$ cat config.mk
export PLATFORM = sky130hd
export DESIGN_NAME = copy_axi4_rd_burst
export DESIGN_NICKNAME = d
export VERILOG_FILES = /design/src/rtl/copy_axi4_rd_burst.sv
export SDC_FILE = /design/constraint.sdc
export NUM_CORES = 1
export LEC_CHECK = 0
export ABC_AREA = 0
export CORE_MARGIN = 2
export CORE_UTILIZATION = 25
export DETAILED_ROUTE_END_ITERATION = 8
export GPL_ROUTABILITY_DRIVEN = 0
export SYNTH_ARGS = -nofsm -noshare
export SYNTH_HDL_FRONTEND = slang
export SYNTH_SLANG_ARGS = --single-unit
$ cat constraint.sdc
create_clock -name clk -period 2.7 [get_ports clk]
set_input_delay 0.27 -clock clk [delete_from_list [all_inputs] [get_ports clk]]
set_output_delay 0.27 -clock clk [all_outputs]
set_load 0.005 [all_outputs]
$ cat src/rtl/copy_axi4_rd_burst.sv
// Read-side AXI4 INCR burst master feeding the copy engine's cache write port.
// Optional 4KB burst splitting is enabled by defining COPY_AXI4_RD_4K_SPLIT_EN.
module copy_axi4_rd_burst #(
  parameter int ADDR_W    = 32,
  parameter int DATA_W    = 64,
  parameter int MAX_BEATS = 256
) (
  input  logic              clk,
  input  logic              rstn,
  input  logic              req_valid,
  output logic              req_ready,
  input  logic [ADDR_W-1:0] req_addr,
  input  logic [8:0]        req_beats,
  output logic              arvalid,
  input  logic              arready,
  output logic [ADDR_W-1:0] araddr,
  output logic [7:0]        arlen,
  output logic [2:0]        arsize,
  output logic [1:0]        arburst,
  input  logic              rvalid,
  output logic              rready,
  input  logic [DATA_W-1:0] rdata,
  input  logic [1:0]        rresp,
  input  logic              rlast,
  output logic              wr_valid,
  input  logic              wr_ready,
  output logic [ADDR_W-1:0] wr_addr,
  output logic [DATA_W-1:0] wr_data,
  output logic              done,
  output logic              err,
  output logic              busy
);

  localparam int                BYTES      = DATA_W / 8;
  localparam int                SIZE_LOG2  = $clog2(BYTES);
  localparam logic [ADDR_W-1:0] BEAT_INC   = ADDR_W'(BYTES);
  localparam logic [ADDR_W-1:0] ALIGN_MASK = ADDR_W'(BYTES - 1);
  localparam logic [1:0]        RESP_OKAY  = 2'b00;
  localparam logic [1:0]        BURST_INCR = 2'b01;

  typedef enum logic [1:0] {
    S_IDLE,
    S_AR,
    S_DATA,
    S_DONE
  } state_t;

  state_t state, state_nxt;

  logic [ADDR_W-1:0] araddr_q;
  logic [ADDR_W-1:0] wr_addr_q;
  logic [ADDR_W-1:0] wr_addr_inc;
  logic [7:0]        arlen_q;
  logic [8:0]        cnt_q;
  logic              err_q;
  logic              drain_q;
  logic              req_bad;
  logic              xfer;
  logic              resp_bad;
  logic              cnt_last;
  logic              burst_end;
  logic              more_bursts;

`ifdef COPY_AXI4_RD_4K_SPLIT_EN
  logic [8:0] rem_q;
  logic [8:0] first_chunk;
  logic [8:0] next_chunk;

  // Beats that fit between a byte offset and the next 4KB boundary, capped at one AXI burst.
  function automatic logic [8:0] beats_to_4k(input logic [11:0] offs);
    logic [12:0] room;
    room = (13'h1000 - {1'b0, offs}) >> SIZE_LOG2;
    if (room > 13'(MAX_BEATS)) room = 13'(MAX_BEATS);
    return room[8:0];
  endfunction

  function automatic logic [8:0] chunk_beats(input logic [11:0] offs, input logic [8:0] left);
    logic [8:0] room;
    room = beats_to_4k(offs);
    return (left < room) ? left : room;
  endfunction

  assign first_chunk = chunk_beats(req_addr[11:0], req_beats);
  assign next_chunk  = chunk_beats(wr_addr_inc[11:0], rem_q);
  assign more_bursts = (rem_q != 9'd0);
`else
  function automatic logic crosses_4k(input logic [11:0] offs, input logic [8:0] beats);
    logic [17:0] end_off;
    end_off = {6'd0, offs} + ({9'd0, beats} << SIZE_LOG2);
    return end_off > 18'h1000;
  endfunction

  assign more_bursts = 1'b0;
`endif

  always_comb begin
    req_bad = (req_beats == 9'd0) || (req_beats > 9'(MAX_BEATS)) ||
              (|(req_addr & ALIGN_MASK));
`ifndef COPY_AXI4_RD_4K_SPLIT_EN
    if (crosses_4k(req_addr[11:0], req_beats)) req_bad = 1'b1;
`endif
  end

  assign wr_addr_inc = wr_addr_q + BEAT_INC;
  assign resp_bad    = (rresp != RESP_OKAY);
  assign cnt_last    = (cnt_q == 9'd1);
  assign xfer        = (state == S_DATA) && rvalid && rready;
  assign burst_end   = xfer && (cnt_last || rlast);

  assign araddr  = araddr_q;
  assign arlen   = arlen_q;
  assign arsize  = 3'(SIZE_LOG2);
  assign arburst = BURST_INCR;
  assign wr_addr = wr_addr_q;
  assign wr_data = rdata;
  assign err     = err_q;

  always_ff @(posedge clk or negedge rstn) begin
    if (!rstn) state <= S_IDLE;
    else       state <= state_nxt;
  end

  always_comb begin
    state_nxt = state;
    req_ready = 1'b0;
    arvalid   = 1'b0;
    rready    = 1'b0;
    wr_valid  = 1'b0;
    done      = 1'b0;
    busy      = 1'b1;
    case (state)
      S_IDLE: begin
        req_ready = 1'b1;
        busy      = 1'b0;
        if (req_valid) state_nxt = req_bad ? S_DONE : S_AR;
      end
      S_AR: begin
        arvalid = 1'b1;
        if (arready) state_nxt = S_DATA;
      end
      S_DATA: begin
        // Once a bad response is seen, keep accepting beats but stop writing the cache.
        rready   = drain_q || wr_ready;
        wr_valid = rvalid && !drain_q && !resp_bad;
        if (burst_end) state_nxt = (cnt_last && more_bursts) ? S_AR : S_DONE;
      end
      S_DONE: begin
        done      = 1'b1;
        state_nxt = S_IDLE;
      end
      default: state_nxt = S_IDLE;
    endcase
  end

  always_ff @(posedge clk or negedge rstn) begin
    if (!rstn) begin
      araddr_q  <= '0;
      arlen_q   <= '0;
      wr_addr_q <= '0;
      cnt_q     <= '0;
      err_q     <= 1'b0;
      drain_q   <= 1'b0;
`ifdef COPY_AXI4_RD_4K_SPLIT_EN
      rem_q     <= '0;
`endif
    end else begin
      case (state)
        S_IDLE: begin
          if (req_valid) begin
            araddr_q  <= req_addr;
            wr_addr_q <= req_addr;
            err_q     <= req_bad;
            drain_q   <= 1'b0;
`ifdef COPY_AXI4_RD_4K_SPLIT_EN
            arlen_q   <= 8'(first_chunk - 9'd1);
            rem_q     <= req_beats - first_chunk;
`else
            arlen_q   <= 8'(req_beats - 9'd1);
`endif
          end
        end
        S_AR: begin
          if (arready) cnt_q <= {1'b0, arlen_q} + 9'd1;
        end
        S_DATA: begin
          if (xfer) begin
            wr_addr_q <= wr_addr_inc;
            cnt_q     <= cnt_q - 9'd1;
            if (resp_bad) begin
              err_q   <= 1'b1;
              drain_q <= 1'b1;
            end
            // RLAST must coincide exactly with the counted final beat.
            if (rlast != cnt_last) err_q <= 1'b1;
`ifdef COPY_AXI4_RD_4K_SPLIT_EN
            if (cnt_last && more_bursts) begin
              araddr_q <= wr_addr_inc;
              arlen_q  <= 8'(next_chunk - 9'd1);
              rem_q    <= rem_q - next_chunk;
            end
`endif
          end
        end
        default: ;
      endcase
    end
  end

endmodule

After elaboration in Yosys (flattened, before gate mapping)
Index checks and enable logic that the tools add are counted.

operators by class
  order comparisons = 2
  equality and inequality tests = 11
  reductions and logical operators = 23
  $add $sub $neg = 5
  mux-type cells = 26

operators with widths
  operator                 number
  $mux W32                 2
  $pmux W32 S2             1
  $add A32 B4 Y32 const B  1
  $mux W9                  2
  $pmux W9 S2              1
  $add A12 B12 Y13         1
  $gt A13 B13 Y1 const B   1
  $mux W1                  13
  $ne A2 B2 Y1 const B     5
  $add A8 B1 Y9 const B    1
  $eq A9 B1 Y1 const B     1
  $gt A9 B9 Y1 const B     1
  $logic_not A9 Y1         1
  $reduce_and A3 Y1        3
  $sub A9 B1 Y9 const B    1
  $mux W2                  4
  $pmux W2 S4              1
  $reduce_and A4 Y1        2
  $sub A8 B1 Y8 const B    1
  $reduce_bool A2 Y1       3
  $logic_and A1 B1 Y1      5
  $eq A2 B2 Y1 const B     2
  $logic_or A1 B1 Y1       4
  $pmux W1 S2              2
  7 further kinds          8

word-level totals
  output and inout bits = 148
  flip-flop bits (word level) = 85
  word-level logic and storage cells = 74
  input port bits = 114

Longest topological paths before layout
  depth in word-level cells = 7
  mapped depth = 9
  depth with buffers taken out = 9

Worst setup path before layout
OpenSTA, ideal clock, no wires.

  kind = input -> register
  start point = input req_addr[3]
  end point = register state[1]
  cell stages on the path = 9
  slack = 799 ps
  library setup time = 127 ps
  buffers on the path = 0
  arrival = 1773 ps
  required time = 2573 ps
  cell sequence = ha_1 > inv_1 > fa_1 > xnor2_1 > nor4b_1 > o2111a_1 > nand4_1 > nor4_1 > o41ai_1

on the way
  word-level cells in the longest chain between the ends = 6

ends and longest elaborated chain
  what                    line  text
  start: declaration      12    input logic [ADDR_W-1:0] req_addr,
  $add A12 B12 Y13        89    end_off = {6'd0, offs} + ({9'd0, beats} << SIZE_LOG2);
  $gt A13 B13 Y1          90    return end_off > 18'h1000;
  $mux W1                 100   if (crosses_4k(req_addr[11:0], req_beats)) req_bad = 1'b1;
  $mux W2 (2 in series)   135   if (req_valid) state_nxt = req_bad ? S_DONE : S_AR;
  $pmux W2 S4             131   case (state)
  end signal: assignment  120   else state <= state_nxt;
  end: declaration        48    state_t state, state_nxt;

No other way between the ends. The select of a mux whose other input is x is not followed.
A chain may end at the register's enable or synchronous reset.

Worst setup path in the final report
  start point = register state[0]
  end point = output rready

on the way
  word-level cells in the longest chain between the ends = 2

ends and longest elaborated chain
  what              line  text
  $eq A2 B2 Y1      131
  $mux W1           131
  end: declaration  21    output logic rready,

No other way between the ends.

==> flow_metrics.env <==
export IMPL_clock_sinks=85
export IMPL_grt_pass1_wl_um=24550
export IMPL_maxSlewViolCount=0
export IMPL_grt_pass1_vias=4350
export IMPL_gr_total_overflow=0
export IMPL_ios=262
export IMPL_num_antenna_cells=0
export IMPL_max_slew_worst_pin_slew_ns=0.5847
export IMPL_timing_hold_ws_ns=0.4787
export IMPL_port_buffers=128
export IMPL_grt_max_degree=45
export IMPL_start_kind="flop"
export IMPL_track_usage=0.1327
export IMPL_nets=780
export IMPL_p_leak_nw=2.807
export IMPL_crit_required_ns=2.43
export IMPL_antenna_found_initial=0
export IMPL_cellPowerDensity_nw_per_um2=1141
export IMPL_syn_area_per_cell_sq_um=9.416
export IMPL_path_clk_slew_ns=0.06
export IMPL_dieArea_sq_um=23040
export IMPL_ys_seq_elements=85
export IMPL_tritoncts="built"
export IMPL_ys_warn_count=0
export IMPL_synth_cell_type_count=57
export IMPL_ant_nets=0
export IMPL_r2r_start="state[1]"
export IMPL_hold_viol_final=0
export IMPL_area_growth_pct=26.46
export IMPL_htreeDepth=3
export IMPL_drive_above_1_share=0.1233
export IMPL_hpwl_um=11560
export IMPL_ys_seq_area_frac=0.3895
export IMPL_vias=4409
export IMPL_cts_root_buffer="clkbuf_16"
export IMPL_cts_made_buffers=9
export IMPL_yosysMostFrequentCell="dfrtp_1"
export IMPL_drv_cap=0
export IMPL_finalSetupTns_ns=0
export IMPL_max_slew_margin=0.6102
export IMPL_start_util=0.2526
export IMPL_crit_start="state[0]"
export IMPL_dr_pass1_iters=4
export IMPL_cts_buffer_depth=2
export IMPL_clk_latency_ns=0.34
export IMPL_post_cts_buffers=0
export IMPL_die_x_um=151.8
export IMPL_synth_top_cells_by_count="85 x dfrtp_1, 69 x buf_4, 44 x nand2_1"
export IMPL_fin_worst_skew_ns=0.006558
export IMPL_fin_util=0.3194
export IMPL_critPathKind="flop to output pin"
export IMPL_end_kind="output pin"
export IMPL_postSynthCellCount=580
export IMPL_hp_class="input pin to asynchronous set/reset pin"
export IMPL_synthTopCellsByArea="dfrtp_1 39%, buf_4 9.5%, mux2_2 6.4%"
export IMPL_coreArea_sq_um=21620
export IMPL_arrival_ns=2.17
export IMPL_drt_total_wl_um=15540
export IMPL_crit_fanout=23
export IMPL_synthArstFlopShare=1.000
export IMPL_fmax_mhz=409.1
export IMPL_status="completed"
export IMPL_synth_top_area_share=0.3895
export IMPL_drc=0
export IMPL_yosys_most_used_dff="dfrtp_1"
export IMPL_synth_edf_count=0
export IMPL_ir_drop_v=0.0003866
export IMPL_drt_initial_drc_count=291
export IMPL_via_per_inst=4.746
export IMPL_rsz0062_at_grt="no"
export IMPL_wl_per_cell_um=16.73
export IMPL_period_share=0.9053
export IMPL_syn_area_sq_um=5461
export IMPL_synth_top_cell_by_area="dfrtp_1"
export IMPL_setup_viol=0
export IMPL_post_route_min_period_ns=2.444
export IMPL_die_height_um=151.8
export IMPL_rows=54
power breakdown:
| part | internal, W | leakage (nW) | switching (W) | total [W] |
|---|---|---|---|---|
| combinational | 0.00212 | 1.67 | 0.00188 | 0.00400 |
| sequential | 0.00190 | 0.976 | 0.000602 | 0.00250 |
| clock | 0.000835 | 0.158 | 0.000539 | 0.00137 |
| total | 0.00486 | 2.81 | 0.00302 | 0.00788 |
per-stage QoR:
stage | cell area [sq um] | power [W] | setup slack [ns] | std cells
after CTS | 6907 | 0.008021 | 0.2230 | 929
after detailed placement | 6571 | 0.006587 | 0.05165 | 912
after floorplan | 5473 | 0.004717 | 0.7992 | 583
after global placement | 6571 | 0.006525 | 0.09100 | 912
final | 6907 | 0.007878 | 0.2558 | 929
after global routing | 6907 | 0.008508 | 0.1386 | 929
repair_timing:
| item | 4_1_cts | 5_1_grt |
|---|---|---|
| resized for setup | 0 | 0 |
| hold endpoints to repair | 41 | 0 |
| hold buffers | 1 | 0 |
cell usage in the layout (no fill, tap or decap), types with 5 or more instances in the layout:
master / count
o21ai_0: 39
conb_1: 5
buf_4: 14
nand3_1: 28
nand3b_1: 5
dfrtp_1: 85
ha_1: 20
a21o_1: 5
nor2_1: 22
nor3_1: 6
and3_1: 9
xnor2_1: 9
clkbuf_16: 9
a21oi_1: 42
nand2_1: 43
clkdlybuf4s50_1: 127
mux2_2: 31
o22ai_1: 33
mux2i_1: 14
xor2_1: 7
a31oi_1: 5
inv_1: 19
path summary, 6_finish.rpt:
path,end,slack (ns),depth (start not counted)
hold / removal,araddr[14],0.48,2
max in group asynchronous,state[0],1.53,3
hold reg to reg,araddr[4],0.50,2
min in group clk,araddr[4],0.50,2
setup reg to reg,wr_addr[11],0.49,8
setup / recovery,rready,0.26,5
cell type report:
| type | count | area, sq um |
|---|---|---|
| fill | 2291 | 14710 |
| multi-input combinational | 386 | 2626 |
| sequential | 85 | 2127 |
| timing repair buffer | 143 | 1406 |
| tap | 280 | 350.3 |
| clock buffer | 10 | 239.0 |
| clock inverter | 6 | 86.33 |
| inverter | 19 | 71.32 |
state kept, by name, summed over array words and instances (netlist names):
| register | cells |
|---|---|
| wr_addr | 32 |
| err | 1 |
| cnt_q | 9 |
| arlen | 8 |
| araddr | 32 |
| state | 2 |
| drain_q | 1 |
worst max-delay path, cell delays in order (launching register included):
cell             delay [ns]
dfrtp_1                0.41
inv_1                  0.12
ha_2                   0.31
buf_4                  0.32
o21a_1                 0.18
clkdlybuf4s50_1        0.49
cells by family after synthesis:
family,share of synthesized area
xor+xnor,0.02566
mux,0.08957
fa+ha+maj,0.05178
simple gates,0.1530
flops,0.3895
other cells,0.001375
buf+inv,0.1340
compound gates,0.1551
per-layer routing:
metal / GRT usage / vias to the layer above / wire [um]
met4: 0.05029 / 0 / 320
met1: 0.1814 / 2118 / 7291
met2: 0.2061 / 141 / 7067
met3: 0.02852 / 26 / 859
li1: - / 2124 / -
met5: 0 / - / 0
(Power assumes the default switching activity.)
